--- src/rtl/psw_reg_pkg.sv ---
// Shared CPU definitions for the PSW block: flag bit positions, branch
// condition encodings and the per-flag JK update rule.
package psw_reg_pkg;

  localparam int unsigned PSW_N = 3;
  localparam int unsigned PSW_Z = 2;
  localparam int unsigned PSW_V = 1;
  localparam int unsigned PSW_C = 0;

  localparam logic [3:0] CC_AL = 4'd0;
  localparam logic [3:0] CC_EQ = 4'd1;
  localparam logic [3:0] CC_NE = 4'd2;
  localparam logic [3:0] CC_MI = 4'd3;
  localparam logic [3:0] CC_PL = 4'd4;
  localparam logic [3:0] CC_CS = 4'd5;
  localparam logic [3:0] CC_CC = 4'd6;
  localparam logic [3:0] CC_VS = 4'd7;
  localparam logic [3:0] CC_VC = 4'd8;
  localparam logic [3:0] CC_LT = 4'd9;
  localparam logic [3:0] CC_GE = 4'd10;
  localparam logic [3:0] CC_LE = 4'd11;
  localparam logic [3:0] CC_GT = 4'd12;
  localparam logic [3:0] CC_HI = 4'd13;
  localparam logic [3:0] CC_LS = 4'd14;
  localparam logic [3:0] CC_NV = 4'd15;

  // Bitwise JK flip-flop characteristic equation: Q+ = J&~Q | ~K&Q
  function automatic logic [3:0] jk_apply(input logic [3:0] q,
                                          input logic [3:0] j,
                                          input logic [3:0] k);
    return (j & ~q) | (~k & q);
  endfunction

endpackage

--- src/rtl/psw_reg_cond_eval.sv ---
// Combinational branch-condition evaluator over the NZVC flags.
module psw_cond_eval
  import psw_reg_pkg::*;
(
  input  logic [3:0] nzvc,
  input  logic [3:0] cond_code,
  output logic       taken
);

  logic n, z, v, c, lt;

  assign n  = nzvc[PSW_N];
  assign z  = nzvc[PSW_Z];
  assign v  = nzvc[PSW_V];
  assign c  = nzvc[PSW_C];
  assign lt = n ^ v;

  always_comb begin
    taken = 1'b0;
    case (cond_code)
      CC_AL: taken = 1'b1;
      CC_EQ: taken = z;
      CC_NE: taken = ~z;
      CC_MI: taken = n;
      CC_PL: taken = ~n;
      CC_CS: taken = c;
      CC_CC: taken = ~c;
      CC_VS: taken = v;
      CC_VC: taken = ~v;
      CC_LT: taken = lt;
      CC_GE: taken = ~lt;
      CC_LE: taken = z | lt;
      CC_GT: taken = ~(z | lt);
      CC_HI: taken = ~c & ~z;
      CC_LS: taken = c | z;
      CC_NV: taken = 1'b0;
      default: taken = 1'b0;
    endcase
  end

endmodule

--- src/rtl/psw_reg.sv ---
// Processor status word: JK-updated NZVC flags, LIFO shadow stack for nested
// interrupts, sticky stack error flags and a registered branch evaluator.
module psw_reg
  import psw_reg_pkg::*;
#(
  parameter int unsigned DEPTH = 2
) (
  input  logic                         clk,
  input  logic                         rst,
  input  logic                         J_N,
  input  logic                         K_N,
  input  logic                         J_Z,
  input  logic                         K_Z,
  input  logic                         J_V,
  input  logic                         K_V,
  input  logic                         J_C,
  input  logic                         K_C,
  input  logic                         save,
  input  logic                         restore,
  input  logic                         cond_eval,
  input  logic [3:0]                   cond_code,
  output logic                         N,
  output logic                         Z,
  output logic                         V,
  output logic                         C,
  output logic [3:0]                   psw_out,
  output logic                         branch_taken,
  output logic                         branch_valid,
  output logic [$clog2(DEPTH+1)-1:0]   depth_cnt,
  output logic                         err_ovf,
  output logic                         err_unf
);

  localparam int unsigned DW = $clog2(DEPTH + 1);
  localparam int unsigned AW = (DEPTH > 1) ? $clog2(DEPTH) : 1;
  localparam logic [DW-1:0] FULL = DW'(DEPTH);

  logic [3:0]    flags;
  logic [3:0]    jk_next;
  logic [3:0]    stack [2**AW];
  logic [AW-1:0] wr_idx;
  logic [AW-1:0] rd_idx;
  logic          push, pop, ovf_evt, unf_evt, cond_taken;

  assign jk_next = jk_apply(flags, {J_N, J_Z, J_V, J_C}, {K_N, K_Z, K_V, K_C});

  // save and restore together cancel: neither a stack move nor an error
  assign push    = save & ~restore & (depth_cnt != FULL);
  assign pop     = restore & ~save & (depth_cnt != '0);
  assign ovf_evt = save & ~restore & (depth_cnt == FULL);
  assign unf_evt = restore & ~save & (depth_cnt == '0);

  assign wr_idx = AW'(depth_cnt);
  assign rd_idx = AW'(depth_cnt - DW'(1));

  psw_cond_eval u_cond (
    .nzvc      (flags),
    .cond_code (cond_code),
    .taken     (cond_taken)
  );

  // Shadow entries are left untouched by reset; depth_cnt alone tracks validity
  always_ff @(posedge clk) begin
    if (!rst && push) stack[wr_idx] <= flags;
  end

  always_ff @(posedge clk) begin
    if (rst) begin
      flags        <= '0;
      depth_cnt    <= '0;
      branch_taken <= 1'b0;
      branch_valid <= 1'b0;
      err_ovf      <= 1'b0;
      err_unf      <= 1'b0;
    end else begin
      flags <= pop ? stack[rd_idx] : jk_next;
      if (push)     depth_cnt <= depth_cnt + DW'(1);
      else if (pop) depth_cnt <= depth_cnt - DW'(1);
      if (ovf_evt) err_ovf <= 1'b1;
      if (unf_evt) err_unf <= 1'b1;
      branch_valid <= cond_eval;
      if (cond_eval) branch_taken <= cond_taken;
    end
  end

  assign N       = flags[PSW_N];
  assign Z       = flags[PSW_Z];
  assign V       = flags[PSW_V];
  assign C       = flags[PSW_C];
  assign psw_out = flags;

endmodule

--- config.mk ---
export PLATFORM = sky130hd
export DESIGN_NAME = psw_reg
export DESIGN_NICKNAME = d
export VERILOG_FILES = /design/src/rtl/psw_reg_pkg.sv /design/src/rtl/psw_reg_cond_eval.sv /design/src/rtl/psw_reg.sv
export SDC_FILE = /design/constraint.sdc
export NUM_CORES = 1
export LEC_CHECK = 0
export ABC_CLOCK_PERIOD_IN_PS = 1700
export CORE_AREA = 2 2 53 55
export CTS_BUF_LIST = sky130_fd_sc_hd__clkbuf_16
export DETAILED_ROUTE_END_ITERATION = 12
export DIE_AREA = 0 0 55 57
export GPL_TIMING_DRIVEN = 0
export HOLD_SLACK_MARGIN = 0.1
export PLACE_DENSITY = 0.7
export SLEW_MARGIN = 10
export SYNTH_ARGS = -nofsm -noshare
export SYNTH_HDL_FRONTEND = slang
export SYNTH_SLANG_ARGS = --single-unit
--- constraint.sdc ---
create_clock -name clk -period 1.7 [get_ports clk]
set_input_delay 0.425 -clock clk [delete_from_list [all_inputs] [get_ports clk]]
set_output_delay 0.425 -clock clk [all_outputs]
set_load 0.02 [all_outputs]
==> metrics, run 1 <==
clk slew on worst S/H paths 50 ps; drt total wl 2.200 mm; Max-slew headroom about three quarters; synth warn 0; core region area approximately 2600 um^2; first-pass GRT wire length ~3.4 mm; IO Pins 31; final instance area 1488 um^2; Fill cells 242; number of remaining DRC errors 0; TritonCTS clock tree done; final hold violation count 0; initial antenna violation count 0; clk_lat worst skew between 200 and 300 ps; Longest Clk Path Bufs 2; gr ovfl total 0; Leak between 0.6 and 0.7 nW; worst path arrival time about 1500 ps; sw power roughly 380 uW; Power Dens Cells around 920 nW/um^2; top_reg_cell synth dfxtp_1; # clock sinks 18; Seq/Total Area, Yosys 45.36%; combinational share of power 27.9%; number of diodes 0; vias in the first global route just under 800; Hold Crit Class flop to flop; Mapped Avg Cell Area 9.907 um^2; slew of the pin with the lowest slew margin roughly 350 ps; Max rail drop VDD ~0.60 mV; root buffer cell clkbuf_16; final estimated routing congestion in global placement between 0.6 and 0.7; slack of the critical path just over 80 ps; FF/Latch Area between 400 and 500 um^2; initial core utilization ~37%; share of the synthesized area in the top cell type about 25%; Final Skew ~3.3 ps; sequential power share a little under two fifths; Die ar. 3135 um^2; Max Cap Viol 0; row count 19; Synth area leader edfxtp_1; share of cells above drive strength 1 around a fifth; multi-input logic area 495.5 um^2; initial drt markers 17; Crit Path Max Fanout 5; hold-fix buffers at CTS 0; DP HPWL 1.481 mm; critical path type primary input to flop; FMAX 0.6183 GHz; Slew Viols, Final 0; drt pass-1 iters 4; Gate Count Post-Synth 98; global-route usage over all layers between 15 and 20%; Post-Syn Nets between 100 and 150; vias slightly below 900; WL per Instance 13.17 um; Die H about 57 um; Final min period about 1600 ps; worst slack, placed -257.1 ps; Async SR Flop Fraction 0%; CP endpoint kind flop; CP Data Required Time 1610 ps; P&R area growth vs syn 53.22%; total CTS buffers 3; Clk pwr share about 34%; Final Util between 50 and 60%; Synth cell types 31; unrepaired setup endpoints after global routing no; P_int roughly 1000 uW; Die W around 55 um; vias per std cell approximately 5.2; CTS HTree Levels 1; fin crit share a little over nine tenths; status complete, no violations; Setup TNS Final 0 ps; switching share of total power 27.55%; Placed Area about 1300 um^2; EDFF count, synth 8; nets@finish ~160; mapped cell area slightly below 1000 um^2; number of port buffers 29; count of final setup violators 0; crit start category primary input; pin count of the biggest net entering global routing 11; ANT nets after route 0; top cells by area, synth edfxtp_1 25%, dfxtp_1 21%, mux2i_1 10%; Yosys reg bits 18
layout by cell type (no fill, tap or decap), types with 2 or more instances in the layout:
cell type and instances:
inv_1 11, mux2i_1 10, o21ai_0 2, a211oi_1 4, buf_6 2, dlygate4sd2_1 9
dfxtp_2 4, nand2_1 3, dfxtp_1 6, nor4_4 2, o22ai_1 2, clkbuf_16 3
buf_4 10, a31oi_1 3, dlymetal6s2s_1 3, clkdlybuf4s50_1 17, edfxtp_1 8, a21oi_1 3
nor2_1 14, o311a_1 2
worst max-delay path: stages:
cell and delay, ps:
clkdlybuf4s50_1 490, nand2b_4 210, nor4_4 400
power groups by stage:
stage / sequential, mW / combinational [mW] / clock (mW)
after floorplan: 0.554 / 0.197 / 0
after global placement: 0.531 / 0.354 / 0
after detailed placement: 0.533 / 0.360 / 0
after CTS: 0.526 / 0.355 / 0.476
after global routing: 0.534 / 0.416 / 0.493
final: 0.528 / 0.383 / 0.464
what timing repair did:
item                                    4_1_cts  5_1_grt
gates resized for setup                      13       10
setup buffers                                 3        2
pin swaps                                     2        2
endpoints found under the setup margin       11       14
synthesized netlist by cell type, types with 2 or more instances:
cell type and n:
ha_1 2, nor2_1 14, nand2_1 3, mux2i_1 10
a211oi_1 4, o311a_1 2, dfxtp_1 10, nor4_1 3
a21oi_1 3, o22ai_1 2, a31oi_1 3, inv_1 11
o21ai_0 2, buf_4 5, edfxtp_1 8
kinds of logic (layout without fill, tap and decap cells):
kind of cell | count (synthesis) | in the layout | share of synthesized area, %
flip-flops | 18 | 18 | 45.36
AND/OR/NAND/NOR | 27 | 27 | 14.82
AO/OA/AOI/OAI | 20 | 20 | 14.30
buffers and inverters | 18 | 56 | 9.665
XOR/XNOR | 2 | 2 | 1.804
multiplexers | 11 | 11 | 11.47
adder cells (fa/ha/maj) | 2 | 2 | 2.577
per-layer routing:
| metal | GRT usage, % | routed length (um) | vias up |
|---|---|---|---|
| li1 | - | - | 432 |
| met1 | 17.65 | 971 | 412 |
| met2 | 25.17 | 1099 | 27 |
| met3 | 3.141 | 101 | 4 |
| met4 | 7.317 | 27 | 0 |
| met5 | 0 | 0 | - |
flip-flops by register name (all words and copies together), names as in the netlist:
register / flops
err_ovf: 1
stack: 8
depth_cnt: 2
err_unf: 1
branch_taken: 1
psw_out: 4
branch_valid: 1
stage by stage:
step / instances / total power, mW / hold WS, ps
floorplan: 98 / 0.7503 / 496.6
finish: 167 / 1.375 / 468.0
detailed placement: 158 / 0.8929 / 461.9
global route: 167 / 1.443 / 518.6
CTS: 165 / 1.357 / 475.3
global placement: 158 / 0.8857 / 460.4
path summary, 6_finish.rpt:
kind	start	to	slack [ps]	cells past startpoint
worst max-delay path	restore	stack[0][0]	80	3
worst min register to register	err_unf	err_unf	470	2
worst max register to register	depth_cnt[0]	depth_cnt[0]	90	8
worst min-delay path	err_unf	err_unf	470	2
final cells by class:
type / instances / area share [%]
multi-input cells: 62 / 33.31
repair buffers: 34 / 21.78
inverters: 11 / 3.028
clock buffers: 3 / 5.046
clock inverters: 1 / 0.2523
flip-flops and latches: 18 / 29.94
well taps: 31 / 2.607
plain buffers: 7 / 4.037
Note: power is estimated with default switching activity, not from simulation.
==> inputs of run 2 (changes only) <==
==> constraint.sdc (replaced) <==
create_clock -name clk -period 1.7 [get_ports clk]
set_input_delay 0.425 -clock clk [delete_from_list [all_inputs] [get_ports clk]]
set_output_delay 0.425 -clock clk [all_outputs]
set_load 0.05 [all_outputs]
==> run 2 against run 1 <==
Combinational power is 9.9% higher. Sequential share of layout area rose by 0.95 points. Sequential cell count unchanged. Clock power about the same. Die area stayed put. Design area down 2.3%. Critical endpoint is now Z. Count of clock-buffer cells in the layout unchanged. Fmax shrank 2.6%. Non-clock buffer count shrank 3. Power rose by 3.6%. Register-to-register slack better by 30 ps. Largest cell class unchanged.
==> metrics, run 2 (synthesized netlist as in run 1, its figures left out) <==
status complete, no violations; unrepaired setup endpoints after global routing no; worst path cell trace dlygate4sd2_1; CP endpoint kind output port; count of final setup violators 0 (unchanged); CTS HTree Levels 1 (unchanged); initial antenna violation count 0 (unchanged); final hold violation count 0 (unchanged); most common cell after layout, fill and taps aside nor2_1; initial core utilization 37.13% (unchanged); Die H 57 um (unchanged); slack of the critical path 40.11 ps (-42.54 ps); final estimated routing congestion in global placement 0.6642 (-0.61%); CP Buf/Inv Count 1 (unchanged); TritonCTS clock tree done; DP HPWL 1.572 mm (+6.1%); crit-path leading delay family buffers and inverters; core region area 2615 um^2 (unchanged); FMAX 0.6024 GHz (-2.6%); IO Pins 31 (unchanged); Hold Crit Class flop to flop; worst slack, placed -317.6 ps (-60.57 ps); Max-slew headroom 67.31% (-9.1 points); root buffer cell clkbuf_16; nets@finish 153 (-1.9%); share of cells above drive strength 1 26.32% (+5.0 points); clk slew on worst S/H paths 50 ps (about the same); Biggest register stack; number of remaining DRC errors 0 (unchanged); initial drt markers 17 (unchanged); Worst R2R Setup Slack 120 ps (+30 ps); Reg2Reg Launch Point depth_cnt[0]; P&R area growth vs syn 49.74%; number of port buffers 29 (unchanged); WL per Instance 13.42 um (+1.9%); Leak 0.6008 nW (-5.3%); row count 19 (unchanged); Final min period 1660 ps (+42.54 ps); crit start category flop; fin crit share 97.64% (+2.5 points); Die ar. 3135 um^2 (unchanged); Max stage delay on crit path 560 ps (+70 ps); vias per std cell 5.280 (+0.78%); Die W 55 um (unchanged); vias 866 (-1.0%); CP Data Required Time 1270 ps (-340 ps); Setup TNS Final 0 ps (unchanged); Slew Viols, Final 0 (unchanged); crit path from psw_out[2]; number of diodes 0 (unchanged); Hold Startpoint err_unf; ANT nets after route 0 (unchanged); Crit Path Max Fanout 10 (+5); Longest Clk Path Bufs 2 (unchanged); Placed Area 1346 um^2 (+0.28%); global-route usage over all layers 15.99% (+0.98 points); worst path arrival time 1230 ps (-300 ps); # clock sinks 18 (unchanged); critical path type flop to output port; most frequent cells in the layout 14 x nor2_1, 12 x clkdlybuf4s50_1, 10 x inv_1, 10 x mux2i_1, 9 x buf_4; Max rail drop VDD 0.7769 mV (+29%); first-pass GRT wire length 3.650 mm (+8.2%); clk_lat worst skew 250 ps (about the same); Power Dens Cells 980.1 nW/um^2 (+6.0%); Max Cap Viol 0 (unchanged); final instance area 1454 um^2 (-2.3%); slew of the pin with the lowest slew margin 492.3 ps (+140.6 ps); drt pass-1 iters 5 (+1); drt total wl 2.201 mm (about the same); CP max-delay cell dlygate4sd2_1; Final Skew 4.018 ps (+0.7602 ps); total CTS buffers 3 (unchanged); pin count of the biggest net entering global routing 11 (unchanged); vias in the first global route 847 (+8.0%); gr ovfl total 0 (unchanged); max FFs per register 8 (unchanged)
## run 2: tightest hold or removal path, cell delays in order (launching register included)
cell and delay [ps]:
dfxtp_1 320, a31oi_1 40, nor2_1 70
## run 2: metrics by stage
step,cells,util (%),hold WS [ps],power [mW]
floorplan,98,-,496.6,0.8286
global placement,158,51.48,450.0,0.9616
detailed placement,158,51.48,463.3,0.9723
CTS,164,55.07,470.4,1.427
global route,164,55.60,484.7,1.501
finish,164,55.60,462.4,1.425
## run 2: where the power goes
group | total, mW | switching (mW) | internal (mW)
sequential | 0.540 | 0.0491 | 0.491
combinational | 0.421 | 0.246 | 0.175
clock | 0.464 | 0.152 | 0.312
total | 1.42 | 0.447 | 0.978
## run 2: cell type report
| class | count | area, um^2 |
|---|---|---|
| buffer | 6 | 48.80 |
| clock buffer | 3 | 75.07 |
| clock inverter | 1 | 3.754 |
| fill | 246 | 1161 |
| inverter | 11 | 45.04 |
| multi-input combinational | 62 | 485.5 |
| sequential | 18 | 449.2 |
| tap | 31 | 38.79 |
| timing repair buffer | 32 | 307.8 |
## run 2: path summary, 6_finish.rpt
kind | endpoint | cells past startpoint
max | Z | 1
min | err_unf | 2
max reg2reg | stack[0][2] | 3
min reg2reg | err_unf | 2
## run 2: repair_timing
item                                    in CTS  in global routing
hold buffers                                 0                  0
pin swaps                                    2                  2
endpoints found under the hold margin        0                  0
endpoints found under the setup margin      23                 17
buffers inserted                             2                  1
resized for setup                           29                 10
## run 2: routing by layer
| metal | global-route usage (%) | routed length (um) | vias to the layer above |
|---|---|---|---|
| li1 | - | - | 423 |
| met2 | 26.70 | 1131 | 32 |
| met4 | 5.226 | 18 | 0 |
| met1 | 19.43 | 891 | 409 |
| met5 | 0 | 0 | - |
| met3 | 4.450 | 161 | 2 |
